**config.mk**
```make
export PLATFORM = sky130hd
export DESIGN_NAME = spram_bus_bridge
export DESIGN_NICKNAME = d
export VERILOG_FILES = /design/src/rtl/spram_bus_pkg.sv /design/src/rtl/spram_rsp_fifo.sv /design/src/rtl/spram_bus_bridge.sv
export SDC_FILE = /design/constraint.sdc
export NUM_CORES = 1
export LEC_CHECK = 0
export ABC_AREA = 1
export CAP_MARGIN = 5
export CORE_ASPECT_RATIO = 0.9
export CORE_UTILIZATION = 50
export CTS_BUF_LIST = sky130_fd_sc_hd__clkbuf_4 sky130_fd_sc_hd__clkbuf_8 sky130_fd_sc_hd__clkbuf_16
export CTS_CLUSTER_SIZE = 8
export DETAILED_ROUTE_END_ITERATION = 8
export PLACE_DENSITY = 0.87
export SETUP_SLACK_MARGIN = 0.3
export SYNTH_ARGS = -nofsm -noshare
export SYNTH_HDL_FRONTEND = slang
export SYNTH_SLANG_ARGS = --single-unit
```
**constraint.sdc**
```tcl
create_clock -name clk -period 4.81 [get_ports clk]
set_clock_uncertainty 0.1 [all_clocks]
set_input_delay 0.481 -clock clk [delete_from_list [all_inputs] [get_ports clk]]
set_output_delay 0.481 -clock clk [all_outputs]
set_load 0.02 [all_outputs]
```
**src/rtl/spram_bus_pkg.sv**
```systemverilog
`default_nettype none
// ============================================================================
//  Module      : spram_bus_pkg
//  Description : Shared constants and types for the SPRAM bus bridge
//                (address widths, default word count, response entry).
//  Revision    : 1.0 - initial release
// ============================================================================
package spram_bus_pkg;

   localparam int DEF_WORD_COUNT = 16000;
   localparam int BYTE_ADDR_W    = 16;
   localparam int WORD_ADDR_W    = 14;
   localparam int DATA_W         = 32;
   localparam int MASK_W         = 4;

   // One buffered read response: data word plus out-of-range flag.
   typedef struct packed {
      logic [DATA_W-1:0] data;
      logic              error;
   } rsp_entry_t;

endpackage
`default_nettype wire

```
**src/rtl/spram_rsp_fifo.sv**
```systemverilog
`default_nettype none
// ============================================================================
//  Module      : spram_rsp_fifo
//  Description : Small synchronous FIFO of read responses. Push and pop may
//                happen in the same cycle; an empty FIFO is not bypassed.
//                Depth need not be a power of two.
//  Revision    : 1.0 - initial release
// ============================================================================
module spram_rsp_fifo
   import spram_bus_pkg::*;
#(
   parameter  int RSP_DEPTH = 3,
   localparam int OCC_W     = $clog2(RSP_DEPTH + 1),
   localparam int PTR_W     = (RSP_DEPTH > 1) ? $clog2(RSP_DEPTH) : 1
) (
   input  logic             clk,
   input  logic             reset,
   input  logic             push,
   input  rsp_entry_t       push_entry,
   input  logic             pop,
   output logic [OCC_W-1:0] occupancy,
   output rsp_entry_t       head
);

   localparam logic [PTR_W-1:0] LAST_PTR  = PTR_W'(RSP_DEPTH - 1);
   localparam logic [OCC_W-1:0] FULL_OCC  = OCC_W'(RSP_DEPTH);

   rsp_entry_t       mem_q [0:RSP_DEPTH-1];
   logic [PTR_W-1:0] wr_ptr_q, wr_ptr_d;
   logic [PTR_W-1:0] rd_ptr_q, rd_ptr_d;
   logic [OCC_W-1:0] count_q, count_d;
   logic             pop_ok;

   // Pointer advance with explicit wrap, and occupancy bookkeeping.
   always_comb begin
      pop_ok   = pop && (count_q != '0);
      wr_ptr_d = wr_ptr_q;
      rd_ptr_d = rd_ptr_q;
      count_d  = count_q;
      if (push) begin
         wr_ptr_d = (wr_ptr_q == LAST_PTR) ? '0 : wr_ptr_q + 1'b1;
      end
      if (pop_ok) begin
         rd_ptr_d = (rd_ptr_q == LAST_PTR) ? '0 : rd_ptr_q + 1'b1;
      end
      case ({push, pop_ok})
         2'b10:   count_d = count_q + 1'b1;
         2'b01:   count_d = count_q - 1'b1;
         default: count_d = count_q;
      endcase
   end

   // Control state; reset discards every buffered entry.
   always_ff @(posedge clk) begin
      if (reset) begin
         wr_ptr_q <= '0;
         rd_ptr_q <= '0;
         count_q  <= '0;
      end else begin
         wr_ptr_q <= wr_ptr_d;
         rd_ptr_q <= rd_ptr_d;
         count_q  <= count_d;
      end
   end

   // Storage array; data needs no reset since occupancy gates visibility.
   always_ff @(posedge clk) begin
      if (push) begin
         mem_q[wr_ptr_q] <= push_entry;
      end
   end

   // The credit scheme upstream must never let a push land on a full FIFO.
   always_ff @(posedge clk) begin
      if (!reset) begin
         assert (!(push && !pop_ok && (count_q == FULL_OCC)));
      end
   end

   assign occupancy = count_q;
   assign head      = mem_q[rd_ptr_q];

endmodule
`default_nettype wire

```
**src/rtl/spram_bus_bridge.sv**
```systemverilog
`default_nettype none
// ============================================================================
//  Module      : spram_bus_bridge
//  Description : Valid/ready command front-end for a 1-cycle-latency SPRAM.
//                Drives RAM enables directly from the accepted command,
//                captures read data one cycle later into a response FIFO,
//                and filters out-of-range addresses. Credits (buffered plus
//                in-flight reads) bound FIFO occupancy.
//  Revision    : 1.0 - initial release
// ============================================================================
module spram_bus_bridge
   import spram_bus_pkg::*;
#(
   parameter int WORD_COUNT = DEF_WORD_COUNT,
   parameter int RSP_DEPTH  = 3
) (
   input  logic        clk,
   input  logic        reset,
   input  logic        cmd_valid,
   output logic        cmd_ready,
   input  logic        cmd_write,
   input  logic [15:0] cmd_address,
   input  logic [31:0] cmd_data,
   input  logic [3:0]  cmd_mask,
   output logic        rsp_valid,
   input  logic        rsp_ready,
   output logic [31:0] rsp_data,
   output logic        rsp_error,
   output logic        err_oor_write,
   output logic        ram_en,
   output logic        ram_wr,
   output logic [13:0] ram_addr,
   output logic [3:0]  ram_mask,
   output logic [31:0] ram_wr_data,
   input  logic [31:0] ram_rd_data
);

   localparam int OCC_W = $clog2(RSP_DEPTH + 1);
   localparam logic [WORD_ADDR_W:0] WORD_LIMIT = (WORD_ADDR_W + 1)'(WORD_COUNT);
   localparam logic [OCC_W:0]       CREDITS    = (OCC_W + 1)'(RSP_DEPTH);

   logic                   inflight_q, inflight_d;
   logic                   inflight_oor_q, inflight_oor_d;
   logic                   err_oor_write_q, err_oor_write_d;
   logic [WORD_ADDR_W-1:0] word_addr;
   logic                   in_range;
   logic                   cmd_fire;
   logic                   rsp_pop;
   logic [OCC_W-1:0]       fifo_occ;
   rsp_entry_t             fifo_head;
   rsp_entry_t             push_entry;
   logic                   unused_addr_lsbs;

   // Byte-lane bits of the address carry no meaning for a word RAM.
   assign unused_addr_lsbs = &{1'b0, cmd_address[1:0]};

   // Command acceptance, RAM drive, read tracking and response selection.
   always_comb begin
      word_addr = cmd_address[15:2];
      in_range  = ({1'b0, word_addr} < WORD_LIMIT);

      // Ready depends on registered state only: buffered + in-flight reads.
      cmd_ready = !reset &&
                  (({1'b0, fifo_occ} + {{OCC_W{1'b0}}, inflight_q}) < CREDITS);
      cmd_fire  = cmd_valid && cmd_ready;

      ram_addr    = word_addr;
      ram_mask    = cmd_mask;
      ram_wr_data = cmd_data;
      ram_en      = cmd_fire && in_range;
      ram_wr      = cmd_fire && cmd_write && in_range;

      // Every read, legal or not, occupies one response slot to keep order.
      inflight_d      = cmd_fire && !cmd_write;
      inflight_oor_d  = cmd_fire && !cmd_write && !in_range;
      err_oor_write_d = err_oor_write_q || (cmd_fire && cmd_write && !in_range);

      push_entry.data  = inflight_oor_q ? '0 : ram_rd_data;
      push_entry.error = inflight_oor_q;

      rsp_valid = (fifo_occ != '0);
      rsp_data  = rsp_valid ? fifo_head.data  : '0;
      rsp_error = rsp_valid ? fifo_head.error : 1'b0;
      rsp_pop   = rsp_valid && rsp_ready;

      err_oor_write = err_oor_write_q;
   end

   // In-flight read marker and sticky write-error flag.
   always_ff @(posedge clk) begin
      if (reset) begin
         inflight_q      <= 1'b0;
         inflight_oor_q  <= 1'b0;
         err_oor_write_q <= 1'b0;
      end else begin
         inflight_q      <= inflight_d;
         inflight_oor_q  <= inflight_oor_d;
         err_oor_write_q <= err_oor_write_d;
      end
   end

   spram_rsp_fifo #(
      .RSP_DEPTH (RSP_DEPTH)
   ) u_rsp_fifo (
      .clk        (clk),
      .reset      (reset),
      .push       (inflight_q),
      .push_entry (push_entry),
      .pop        (rsp_pop),
      .occupancy  (fifo_occ),
      .head       (fifo_head)
   );

endmodule
`default_nettype wire

```
# [Word-level counts from Yosys, hierarchy flattened]
# Memory sizes are Yosys's and may differ from the RTL's. A register that Yosys moved wholly into a read port is not among the register bits.
# Cells that the tools add are included.
[word_totals] register_bits=9 latchBits=0 mem_bits_rw=99 rom_bits=0 output_inout_bits=88 elab_cells=44 n_memories=1
[classes] addsub=5 multipliers=0 n_div=0 n_lt_le_gt_ge=2 eq_ne=4 shift=0 mux=10 n_bitwise=0 reduce_logical=16
[memory_table] name="u_rsp_fifo.mem_q" words=3 word_bits=33 read_ports=1 rd_clocked_by_memory_dff=1 write_ports=1 line_no="spram_rsp_fifo.sv:28" rtl="rsp_entry_t mem_q [0:RSP_DEPTH-1];"
[op_table] cell="two-way mux 32 bit" n=2
[op_table] cell="< comparator 14 bit (second input constant)" n=1
[op_table] cell="logical AND 1 bit" n=10
[op_table] cell="two-way mux 2 bit" n=4
[op_table] cell="adder 2 x 1 -> 2 bit (second input constant)" n=3
[op_table] cell="equality test 2 bit (second input constant)" n=3
[op_table] cell="case mux 2 bit (2 select lines)" n=1
[op_table] cell="nonzero test 2 bit" n=2
[op_table] cell="adder 2 x 1 -> 3 bit" n=1
[op_table] cell="zero test 1 bit" n=3
[op_table] cell="< comparator 3 x 2 -> 1 bit (second input constant)" n=1
[op_table] cell="two-way mux 1 bit" n=3
[op_table] cell="equality test 2 x 1 -> 1 bit (second input constant)" n=1
[op_table] cell="subtractor 2 x 1 -> 2 bit (second input constant)" n=1
[op_table] cell="logical OR 1 bit" n=1

# [Logic depth before layout (Yosys ltp)]
[logic_depth] ltp_word=7 mapped_depth=8

# [Modules after synthesis]
# A second synthesis with hierarchy kept.
[hier_totals] cells_unflattened=510 area_unflattened_um2=5127.4
[modules_own_cells] module="spram_rsp_fifo" instances=1 cells_per_inst=294 area_per_inst_um2=4031.4
[modules_own_cells] module="spram_bus_bridge" instances=1 cells_per_inst=216 area_per_inst_um2=1096.1

# [Least setup slack after synthesis]
# Ideal clock, no wire load.
[synth_timing] path_type="reg2reg" from="register inflight_q" to="memory u_rsp_fifo.mem_q[2][0] (netlist bit), enable pin" arrival_ps=2746 t_required_ps=4246 slack_ps=1499 path_stages_with_launch=3 path_cell_list="dfxtp_1 inv_1 nor3_1"
[synth_via] elab_chain_len=2
[synth_lines] item="start, declared" line_no="spram_bus_bridge.sv:42" rtl="logic inflight_q, inflight_d;"
[synth_lines] item="start signal, assigned" line_no="spram_bus_bridge.sv:96" rtl="inflight_q <= inflight_d;"
[synth_lines] item="two-way mux 1 bit" line_no="spram_rsp_fifo.sv:68" rtl="if (push) begin"
[synth_lines] item="two-way mux 1 bit (not written as such)" line_no="spram_rsp_fifo.sv:69" rtl="mem_q[wr_ptr_q] <= push_entry;"
[synth_lines] item="end, declared" line_no="spram_rsp_fifo.sv:28"
# No other way between the ends.

==> results.tsv <==
metric	value	unit
Slew @ Worst Pin	1.22	ns
area delta synth->final	15.8	%
# port buffers	88	
via count	3428	
Layout Cells excl Fill	699	
IO Count	177	
Initial DRC Count	187	
total die area	10900	um^2
CTS Buf Count	9	
Synth Cell Area	5250	um^2
Critical Path RT	4.23	ns
Fillers	846	
Site Rows	35	
Tmin final	3.09	ns
#FFs+latches synth	110	
die height	99.2	um
clock root buffer	clkbuf_16	
number of distinct library cells after synthesis	20	
final period utilization	0.642	
clk buf depth	2	
Total Power	0.00228	W
# Post-CTS Setup Buffers	0	
worst min-delay path class	register to register	
CP Cell Sequence	o21ai_0 > o21ai_1 > inv_1 > clkdlybuf4s50_1	
TritonCTS clock tree	done	
post-synthesis sequential area ratio	0.608	
Final Util	0.594	
share of cells above drive strength 1	0.0474	
drt wl/cell	15.1	um
HPWL Detailed	6930	um
Hold Vio Cnt, Final	0	
final setup vio count	0	
RSZ-0062 raised after global routing	false	
largest net degree at the start of global routing	67	
Pint	0.00163	W
Power Density	375	nW/um^2
routability-driven placement congestion ratio	0.712	
Remaining Overflow, GRT	0	
Tot GR Track Use	0.200	
htree depth	3	
die width	110	um
Pre-antenna DRT Iters	6	
Syn Area/Cell	9.89	um^2
Routed WL	10600	um
core footprint	10200	um^2
Clock Sink Count	110	
Post-CTS Resized	0	
outcome	complete, no violations	
final count of pins violating max slew	0	
Routed Antenna Nets	0	
leak pwr	2.73	nW
Net count, final	657	
clock-pin slew on the worst setup and hold paths	0.07	ns
first-pass GRT wire length	16300	um
Ys Warns	0	
Max Cap Violations	0	
Comb power frac	0.199	
CP arrival	2.51	ns
sequential share of power	0.490	
clock network fraction of total power	0.311	
number of global-route vias before repair	3399	
Initial Utilization	0.512	
Hold WS	0.385	ns
Startpoint Class	register	
Net Count, Synth	623	
Placed Instances	683	
P_sw	0.000650	W
setup_tns	0	ns
sum of buffers and inverters on the critical path	2	
CP delay by family, top	flip-flops	
antenna cell count	0	
initial antenna violation count	0	
Synth Instances	531	
crit-path max cell delay	1.07	ns
CP max FO	66	
Crit-path slowest cell	dfxtp_2	
DRC Markers	0	
vias per cell	4.90	
CP Capture Type	primary output	
highest clock rate	324	MHz
Hold Buf Count CTS	0	
kind of critical path	register to primary output	
relative slew slack	0.188	
Clock Latency Late Sink	0.34	ns
worst vdd ir	199	uV
Sw Share	0.285	
==> cells in the final DEF (no fill, tap or decap) <==
cell type,netlist,routed
nor3_1,2,1
buf_4,51,5
inv_6,0,5
o21ai_0,35,35
a21oi_1,36,36
ha_1,3,3
xor2_1,1,1
clkinv_2,0,1
edfxtp_1,99,99
nor3_2,0,1
nand2_1,45,45
o21ai_1,33,33
dfxtp_1,11,9
clkdlybuf4s50_1,0,88
o211a_1,1,1
nor3b_2,1,1
inv_8,0,1
nand3_1,2,2
dfxtp_2,0,2
nor2_4,2,2
inv_1,143,143
clkbuf_16,0,9
nand4_1,1,1
nor2_1,46,46
==> per-stage QoR <==
stage / area, um^2 / worst slack [ns]
5_1_grt: 6080 / 1.45
4_1_cts: 6080 / 1.73
2_1_floorplan: 5250 / 1.50
6_report: 6080 / 1.72
3_3_place_gp: 5800 / 2.15
3_5_place_dp: 5800 / 2.09
==> final timing paths <==
kind	startpoint	to	slack (ns)	cells past startpoint
min	u_rsp_fifo.wr_ptr_q[1]	u_rsp_fifo.wr_ptr_q[1]	0.39	2
max	register	rsp_data[10]	1.72	4
max reg2reg	u_rsp_fifo.occupancy[0]	u_rsp_fifo.occupancy[1]	2.62	7
min reg2reg	u_rsp_fifo.wr_ptr_q[1]	u_rsp_fifo.wr_ptr_q[1]	0.39	2
==> layer usage <==
| metal | global-route usage | part of all wire | up-vias |
|---|---|---|---|
| met5 | 0 | 0 | - |
| met1 | 0.224 | 0.38 | 1590 |
| li1 | - | - | 1679 |
| met2 | 0.363 | 0.52 | 132 |
| met4 | 0.106 | 0.037 | 0 |
| met3 | 0.0315 | 0.070 | 27 |
==> Yosys cell counts, drive strengths merged <==
master / number / share of area
nor2: 48 / 0.037
nor3: 2 / 0.0019
o211a: 1 / 0.0019
dfxtp: 11 / 0.042
inv: 143 / 0.10
o21ai: 68 / 0.065
nand2: 45 / 0.032
edfxtp: 99 / 0.57
ha: 3 / 0.0071
buf: 62 / 0.096
clkbuf: 8 / 0.0067
nand4: 1 / 0.0012
nor3b: 1 / 0.0024
nand3: 2 / 0.0019
xor2: 1 / 0.0017
a21oi: 36 / 0.034
==> registers in the layout (all words and copies together), names as in the netlist, named ones only <==
| signal | count |
|---|---|
| err_oor_write | 1 |
| inflight_oor_q | 1 |
| inflight_q | 1 |
| u_rsp_fifo.mem_q | 99 |
| u_rsp_fifo.occupancy | 2 |
| u_rsp_fifo.rd_ptr_q | 2 |
| u_rsp_fifo.wr_ptr_q | 2 |
==> worst register-to-register path: stages (launching register included) <==
cell	delay, ns
dfxtp_1	0.38
nor2_4	0.77
nor2_4	0.07
ha_1	0.35
nor3b_2	0.22
nand2_1	0.08
nand2_1	0.07
nor2_1	0.04
==> cells by family (layout without fill, tap and decap cells) <==
group | count (synthesis) | in the layout | share of synthesized area
adder cells (fa/ha/maj) | 3 | 3 | 0.00715
AND/OR/NAND/NOR | 99 | 99 | 0.0767
buffers and inverters | 213 | 252 | 0.205
flip-flops | 110 | 110 | 0.608
XOR/XNOR | 1 | 1 | 0.00167
AO/OA/AOI/OAI | 105 | 105 | 0.101
==> power groups by stage <==
stage               registers [W]  clock network (W)  logic (W)
floorplan                 0.00109                  0   0.000377
global placement          0.00114                  0   0.000440
detailed placement        0.00114                  0   0.000454
CTS                       0.00112           0.000725   0.000456
global route              0.00113           0.000766   0.000496
finish                    0.00112           0.000710   0.000453
==> area by class of cell <==
type                       count  area (um^2)  share of cell area
sequential                   110         3200               0.525
tap                          129          161              0.0265
clock buffer                   9          225              0.0370
clock inverter                 7         60.1             0.00987
multi-input combinational    208          985               0.162
inverter                     143          537              0.0883
timing repair buffer          93          918               0.151
(Power assumes the default switching activity.)
